$ cat config.mk
export PLATFORM = sky130hd
export DESIGN_NAME = mmio_controller
export DESIGN_NICKNAME = d
export VERILOG_FILES = /design/src/rtl/mmio_pkg.sv /design/src/rtl/mmio_timeout_cnt.sv /design/src/rtl/mmio_controller.sv
export SDC_FILE = /design/constraint.sdc
export NUM_CORES = 1
export LEC_CHECK = 0
export BUFFER_PORTS_ARGS = -buffer_cell sky130_fd_sc_hd__clkbuf_2
export CAP_MARGIN = 20
export CORE_AREA = 2 2 106 108
export DETAILED_ROUTE_END_ITERATION = 10
export DIE_AREA = 0 0 108 110
export PLACE_DENSITY_LB_ADDON = 0.2
export SYNTH_ARGS = -nofsm -noshare
export SYNTH_HDL_FRONTEND = slang
export SYNTH_SLANG_ARGS = --single-unit
$ cat constraint.sdc
create_clock -name clk -period 4.59 [get_ports clk]
set_input_delay 0.6885 -clock clk [delete_from_list [all_inputs] [get_ports clk]]
set_output_delay 0.6885 -clock clk [all_outputs]
set_load 0.005 [all_outputs]
$ cat src/rtl/mmio_pkg.sv
// Shared types and constants for the MEM-stage MMIO controller.
// Device i occupies one 32-bit word at base + 4*i.
package mmio_pkg;

   typedef enum logic [1:0] {IDLE, REQ, DONE, ERR} mmio_state_t;

   localparam logic [31:0] MMIO_BASE_DEFAULT = 32'hFFFF_0000;

   localparam int DEV_UART  = 0;
   localparam int DEV_TIMER = 1;
   localparam int DEV_GPIO  = 2;
   localparam int DEV_LED   = 3;

   // True when addr falls inside [base, base + 4*ndev); the subtraction keeps the top-of-memory segment from wrapping.
   function automatic logic mmio_hit(input logic [31:0] addr,
                                     input logic [31:0] base,
                                     input int unsigned ndev);
      logic [31:0] offset;
      offset = addr - base;
      return (addr >= base) && (offset < (ndev << 2));
   endfunction

endpackage

$ cat src/rtl/mmio_timeout_cnt.sv
// Clear/enable cycle counter that flags when a request has waited TIMEOUT cycles.
// expired is combinational so the FSM can act on it within the same REQ cycle.
module mmio_timeout_cnt #(
   parameter int TIMEOUT = 16
) (
   input  logic clk,
   input  logic reset_n,
   input  logic clear,
   input  logic enable,
   output logic expired
);

   localparam int CW = $clog2(TIMEOUT + 1);

   logic [CW-1:0] count;

   // NOTE: clocked state uses non-blocking assignments so every register samples pre-edge values.
   always_ff @(posedge clk or negedge reset_n) begin
      if (!reset_n) begin
         count <= '0;
      end else if (clear) begin
         count <= '0;
      end else if (enable) begin
         count <= count + CW'(1);
      end
   end

   assign expired = (count == CW'(TIMEOUT - 1));

endmodule

$ cat src/rtl/mmio_controller.sv
// MEM-stage MMIO sequencer: plain accesses go to data memory, MMIO accesses
// run a req/ack handshake with a device while the pipeline is stalled.
module mmio_controller
   import mmio_pkg::*;
#(
   parameter int          NUM_DEV   = 4,
   parameter logic [31:0] MMIO_BASE = MMIO_BASE_DEFAULT,
   parameter int          TIMEOUT   = 16
) (
   input  logic                 clk,
   input  logic                 reset_n,
   input  logic                 memread,
   input  logic                 memwrite,
   input  logic [31:0]          addr,
   input  logic [31:0]          writedata,
   output logic                 we_mem,
   output logic                 stall,
   output logic [31:0]          readdata,
   output logic                 rdata_valid,
   output logic                 bus_err,
   output logic [NUM_DEV-1:0]   dev_req,
   output logic                 dev_we,
   output logic [31:0]          dev_wdata,
   input  logic [NUM_DEV-1:0]   dev_ack,
   input  logic [NUM_DEV*32-1:0] dev_rdata
);

   localparam int IW = (NUM_DEV > 1) ? $clog2(NUM_DEV) : 1;

   mmio_state_t   state;
   logic [IW-1:0] idx;
   logic          hit;
   logic          aligned;
   logic          start;
   logic          expired;
   logic          ack_sel;

   assign hit     = (memread | memwrite) & mmio_hit(addr, MMIO_BASE, NUM_DEV);
   assign aligned = (addr[1:0] == 2'b00);
   assign start   = (state == IDLE) & hit & aligned;
   assign stall   = start | (state == REQ);
   assign we_mem  = memwrite & ~hit;
   // Only the line of the device being served can complete the transaction.
   assign ack_sel = dev_ack[idx];

   mmio_timeout_cnt #(.TIMEOUT(TIMEOUT)) u_timeout (
      .clk     (clk),
      .reset_n (reset_n),
      .clear   (start),
      .enable  (state == REQ),
      .expired (expired)
   );

   always_ff @(posedge clk or negedge reset_n) begin
      if (!reset_n) begin
         state       <= IDLE;
         idx         <= '0;
         dev_req     <= '0;
         dev_we      <= 1'b0;
         dev_wdata   <= '0;
         readdata    <= '0;
         rdata_valid <= 1'b0;
         bus_err     <= 1'b0;
      end else begin
         rdata_valid <= 1'b0;
         bus_err     <= 1'b0;
         case (state)
            IDLE: begin
               if (hit && !aligned) begin
                  bus_err <= 1'b1;
                  state   <= ERR;
               end else if (hit) begin
                  idx       <= addr[2 +: IW];
                  dev_we    <= memwrite;
                  dev_wdata <= writedata;
                  dev_req   <= NUM_DEV'(1) << addr[2 +: IW];
                  state     <= REQ;
               end
            end
            REQ: begin
               // An ack on the timeout cycle still counts as success.
               if (ack_sel) begin
                  dev_req <= '0;
                  if (!dev_we) begin
                     readdata    <= dev_rdata[32*idx +: 32];
                     rdata_valid <= 1'b1;
                  end
                  state <= DONE;
               end else if (expired) begin
                  dev_req <= '0;
                  bus_err <= 1'b1;
                  state   <= ERR;
               end
            end
            DONE, ERR: state <= IDLE;
            default:   state <= IDLE;
         endcase
      end
   end

endmodule
* Word level (Yosys, flattened, before mapping)
Cells that the tools add are included.
Word-level totals: bits of input ports 200, register bits 80, word-level logic and storage cells 66, output and inout bits 73
Cells by class: order comparisons 3, multiplexer cells 21, shift-type cells 2, bitwise logic cells 9, add/sub/neg operators 2, equality and inequality tests 8, reduce and logical (&&, ||, !) cells 12
Operator list (count):
- $shiftx A128 B8 Y32 | 1
- $ge A32 B32 Y1 const B | 1
- $lt A32 B5 Y1 const B | 1
- $sub A32 B32 Y32 const B | 1
- $mux W4 | 4
- $mux W5 | 2
- $mux W2 | 4
- $pmux W4 S2 | 1
- $mux W1 | 7
- $pmux W2 S3 | 1
- $reduce_and A3 Y1 | 2
- $add A5 B1 Y5 const B | 1
- $eq A5 B4 Y1 const B | 1
- $and A1 B1 Y1 | 4
- $eq A2 B2 Y1 const B | 2
- $logic_not A2 Y1 | 2
- $ne A2 B2 Y1 const B | 2
- $reduce_and A4 Y1 | 1
- $reduce_bool A2 Y1 | 2
- $shl A1 B2 Y4 const A | 1
- $lt A2 B3 Y1 const B | 1
- $ne A3 B2 Y1 const B | 1
- $ne A3 B3 Y1 const B | 1
- $not A1 Y1 | 3
- 8 further kinds | 10

* Longest topological paths before layout
word-level depth 7, depth in mapped cells 7, depth with buffers taken out 6

* Modules after synthesis
Synthesis repeated with hierarchy kept, for this count alone.
Unflattened totals: cells, all modules 277, area total of the unflattened synthesis 4162.7 sq um
Modules (own cells, without submodules):
- mmio_controller | cells each 254, area an instance 3892.5 sq um, sequential area each 1876.8 sq um, times used 1
- mmio_timeout_cnt | cells each 23, area an instance 270.3 sq um, sequential area each 125.1 sq um, times used 1

* Least setup slack after synthesis
Ideal clock, no wire load.
path kind input port to flip-flop, from input port addr[5], to register dev_wdata[12], path slack 1.949 ns, buffers on the path 2, stages 7, data required time 4.465 ns, arrival time 2.516 ns, path through or4_4 > nor4_4 > nand4_1 > or3_1 > buf_6 > buf_6 > mux2_4
On the way: cells in the longest elaborated chain, start to end 7, elaborated cells on any way between the ends 8
Ends and longest elaborated chain:
- from (decl) | RTL line mmio_controller.sv:14 | input logic [31:0] addr,
- $sub A32 B32 Y32 | RTL line mmio_pkg.sv:19 | offset = addr - base;
- $lt A32 B5 Y1 | RTL line mmio_pkg.sv:20 | return (addr >= base) && (offset < (ndev << 2));
- $logic_and A1 B1 Y1 * | RTL line mmio_pkg.sv:20
- $and A1 B1 Y1 * | RTL line mmio_controller.sv:38 | assign hit = (memread | memwrite) & mmio_hit(addr, MMIO_BASE, NUM_DEV);
- $logic_and A1 B1 Y1 | RTL line mmio_controller.sv:69 | if (hit && !aligned) begin
- $not A1 Y1 (no source line)
- $reduce_and A3 Y1 (no source line) *
- to (signal assigned) | RTL line mmio_controller.sv:75 | dev_wdata <= writedata;
- to (decl) | RTL line mmio_controller.sv:23 | output logic [31:0] dev_wdata,
Mark *: on every way between the ends. The rest lies on a longest branch, timed or not. A chain may end at the register's enable or synchronous reset.

* Worst setup path after layout
from input port addr[5], to output port stall
On the way: cells in the longest elaborated chain, start to end 7, elaborated cells on any way between the ends 8
Ends and longest elaborated chain:
- $sub A32 B32 Y32 | RTL line mmio_pkg.sv:19
- $lt A32 B5 Y1 | RTL line mmio_pkg.sv:20
- $logic_and A1 B1 Y1 * | RTL line mmio_pkg.sv:20
- $and A1 B1 Y1 * | RTL line mmio_controller.sv:38
- $and A1 B1 Y1 * (2 in series) | RTL line mmio_controller.sv:40 | assign start = (state == IDLE) & hit & aligned;
- $or A1 B1 Y1 * | RTL line mmio_controller.sv:41 | assign stall = start | (state == REQ);
- to (decl) | RTL line mmio_controller.sv:17 | output logic stall,
Marks and branches as above.

==> impl_metrics.env <==
export IMPL_yosysWarnings=0
export IMPL_crit_reg2reg_launch="idx[0]"
export IMPL_worst_hold_class="in2async"
export IMPL_drtPass1Iterations=4
export IMPL_critical_path_top_cell_by_count="sky130_fd_sc_hd__clkbuf_2"
export IMPL_insertion_delay_ns=0.35
export IMPL_fin_crit_ns=2.92
export IMPL_num_io_pins=273
export IMPL_synth_async_reset_ratio_pct=100
export IMPL_setup_failing_eps_final=0
export IMPL_route_detailed_drc=0
export IMPL_total_core_area_sq_um=10700
export IMPL_grt_pass1_wl_mm=16.5
export IMPL_met2_length_mm=5.77
export IMPL_grt_util_all_layers_pct=18.3
export IMPL_worst_pin_slew_ns=0.902
export IMPL_rsz0062_at_grt="false"
export IMPL_worstSetupStartpointType="input pin"
export IMPL_post_synth_num_cell_types=36
export IMPL_synth_area_sq_um=3990
export IMPL_crit_path_max_fanout=4
export IMPL_routabilityCongestion=0.791
export IMPL_die_height_um=110
export IMPL_p_per_area_nw_per_um2=251
export IMPL_ir_drop_uv=121
export IMPL_final_hold_violation_count=0
export IMPL_fill_cells=965
export IMPL_detailroute_wirelength_met3_um=921
export IMPL_crit_path_end_kind="output port"
export IMPL_die_area_sq_um=11900
export IMPL_timing_final_max_slew_violations=0
export IMPL_fraction_of_layout_instances_using_a_drive_strength_above_1_pct=75.2
export IMPL_n_antenna_cell=0
export IMPL_mean_number_of_vias_per_cell=4.91
export IMPL_run_status="finished, final reports clean"
export IMPL_multi_input_comb_area_sq_um=1890
export IMPL_hold_slack_ns=0.248
export IMPL_pin_count_of_the_biggest_net_entering_global_routing=81
export IMPL_setup_ws_ns=1.67
export IMPL_seq_area_sq_um=2000
export IMPL_flow_area_growth_from_synthesis_pct=42.6
export IMPL_cts_repair_resized=0
export IMPL_cells_along_the_critical_path="clkbuf_2, or4_4, nor4_4, nand4_1, a21o_1, inv_1, clkbuf_2"
export IMPL_cts_hold_fix_buffers=0
export IMPL_synth_area_per_cell_sq_um=15.8
export IMPL_critical_path_required_ns=3.90
export IMPL_clk_path_buf_depth=2
export IMPL_htree_levels=3
export IMPL_final_min_period_over_clock_period_pct=63.6
export IMPL_grt_pass1_vias=3502
export IMPL_tritoncts_num_sinks=80
export IMPL_max_stage_delay_ns=0.53
export IMPL_post_cts_setup_buffers=0
export IMPL_top_layer="met4"
export IMPL_dr_total_vias=3285
export IMPL_route_antenna_remaining_nets=0
export IMPL_slew_limit_headroom_pct=39.9
export IMPL_path_class="in2out"
export IMPL_seq_area_frac_synth_pct=50.2
export IMPL_worst_ep_arrival_ns=2.23
export IMPL_met1_routed_length_mm=3.85
export IMPL_mappedNetlistNets=455
export IMPL_cts_root_buffer_cell="sky130_fd_sc_hd__clkbuf_8"
export IMPL_path_clk_slew_ns=0.09
export IMPL_final_nets=726
export IMPL_grt_antenna_before_repair=0
export IMPL_synth_seq_cells=80
export IMPL_timing_critical_path_slowest_stage_cell="sky130_fd_sc_hd__or4_4"
export IMPL_synth_ff_type="sky130_fd_sc_hd__dfrtp_1"
export IMPL_pre_cts_slack_ns=1.42
export IMPL_p_leak_nw=3.08
export IMPL_wl_mm=10.7
export IMPL_global_route_overflow_total=0
export IMPL_route_detailed_wl_per_inst_um=16.0
export IMPL_dieWidth_um=108
export IMPL_cts_buffers_inserted=9
export IMPL_synth_edf_count=0
export IMPL_max_freq_mhz=342
export IMPL_clock_tree_from_tritoncts="done"
export IMPL_netlist_instances=253
export IMPL_starting_drc_count_in_detailed_routing=87
export IMPL_number_of_input_and_output_port_buffers_inserted=272
export IMPL_hpwlAfterDp_mm=8.40
export IMPL_tns_ns=0
export IMPL_cap_viol_max_count=0
export IMPL_commonest_non_fill_non_tap_cell_in_the_layout="sky130_fd_sc_hd__clkbuf_2"
export IMPL_worstSetupStartpoint="addr[5]"
export IMPL_mostFrequentLayoutCells="sky130_fd_sc_hd__clkbuf_2 (271), sky130_fd_sc_hd__dfrtp_1 (79), sky130_fd_sc_hd__mux2_2 (62), sky130_fd_sc_hd__mux4_2 (33)"
export IMPL_finClkSkew_ns=0.0114
export IMPL_floorplan_initialDensity_pct=37.3
export IMPL_std_cell_rows=38
[state kept, by name, summed over array words and instances, names as in the netlist]
signal / cells
dev_wdata: 32
readdata: 32
u_timeout.count: 5
dev_req: 4
idx: 2
state: 2
bus_err: 1
dev_we: 1
rdata_valid: 1
[layer usage]
layer	vias to the layer above	global-route usage, %
li1	1518	-
met1	1595	19.8
met2	162	34.8
met3	10	5.23
met4	0	5.59
met5	-	0
[where the power goes]
group | total (mW) | switching [mW] | internal, mW
sequential | 0.747 | 0.0158 | 0.731
combinational | 0.191 | 0.0705 | 0.121
clock | 0.491 | 0.284 | 0.208
total | 1.43 | 0.370 | 1.06
[metrics by stage]
step                      std cells  power [mW]  instance area, sq um  utilization, %
after floorplan                 253       0.819                  3990               -
after global placement          652       0.947                  5470            51.2
after detailed placement        652       0.953                  5470            51.2
after CTS                       668        1.45                  5660            52.9
after global routing            669        1.51                  5690            53.2
final                           669        1.43                  5690            53.2
[Yosys cell counts, types with 2 or more instances]
cell type	instances	area (sq um)
sky130_fd_sc_hd__buf_6	2	22.5
sky130_fd_sc_hd__buf_2	2	10.0
sky130_fd_sc_hd__dfrtp_1	80	2000
sky130_fd_sc_hd__mux4_2	33	743
sky130_fd_sc_hd__nand4_1	5	31.3
sky130_fd_sc_hd__clkbuf_1	11	41.3
sky130_fd_sc_hd__inv_1	3	11.3
sky130_fd_sc_hd__a21oi_1	3	15.0
sky130_fd_sc_hd__o2bb2ai_1	6	52.6
sky130_fd_sc_hd__ha_1	2	25.0
sky130_fd_sc_hd__nand2_1	2	7.51
sky130_fd_sc_hd__mux2_4	6	90.1
sky130_fd_sc_hd__or3_1	2	12.5
sky130_fd_sc_hd__nor3_1	3	15.0
sky130_fd_sc_hd__nand3b_1	2	15.0
sky130_fd_sc_hd__nor2_1	9	33.8
sky130_fd_sc_hd__mux2_2	62	698
sky130_fd_sc_hd__nand2b_1	2	12.5
[cell families (layout without fill, tap and decap cells)]
logic type                 Yosys count  in the layout  share of synthesized area (%)
DFF                                 80             80                           50.2
and+or+nand+nor                     35             35                           5.46
AOI/OAI and AO/OA                   14             14                           2.73
buffers and inverters               20            296                           2.32
muxes                              102            102                           38.7
adders and majority gates            2              2                          0.627
[worst paths after layout]
path	slack, ns	endpoint	cells past startpoint
max	1.67	stall	7
min	0.25	dev_wdata[4]	1
max reg2reg	2.04	readdata[10]	5
min reg2reg	0.50	dev_req[1]	1
max in group asynchronous	3.74	readdata[25]	2
min in group clk	0.50	dev_req[1]	1
[critical path: cells and delay by family]
family,cells,cell delay (ns)
compound gates,1,0.27
buf+inv,3,0.33
simple gates,3,0.94
[area by class of cell]
cell class                      count  share of cell area [%]
Clock buffer                        9                    2.18
Sequential cell                    80                    35.2
Tap cell                          140                    3.08
Multi-Input combinational cell    153                    33.3
Clock inverter                      7                    1.08
Timing Repair Buffer              276                    24.9
Inverter                            4                   0.264
No activity file was read; power rests on OpenSTA's default activity.
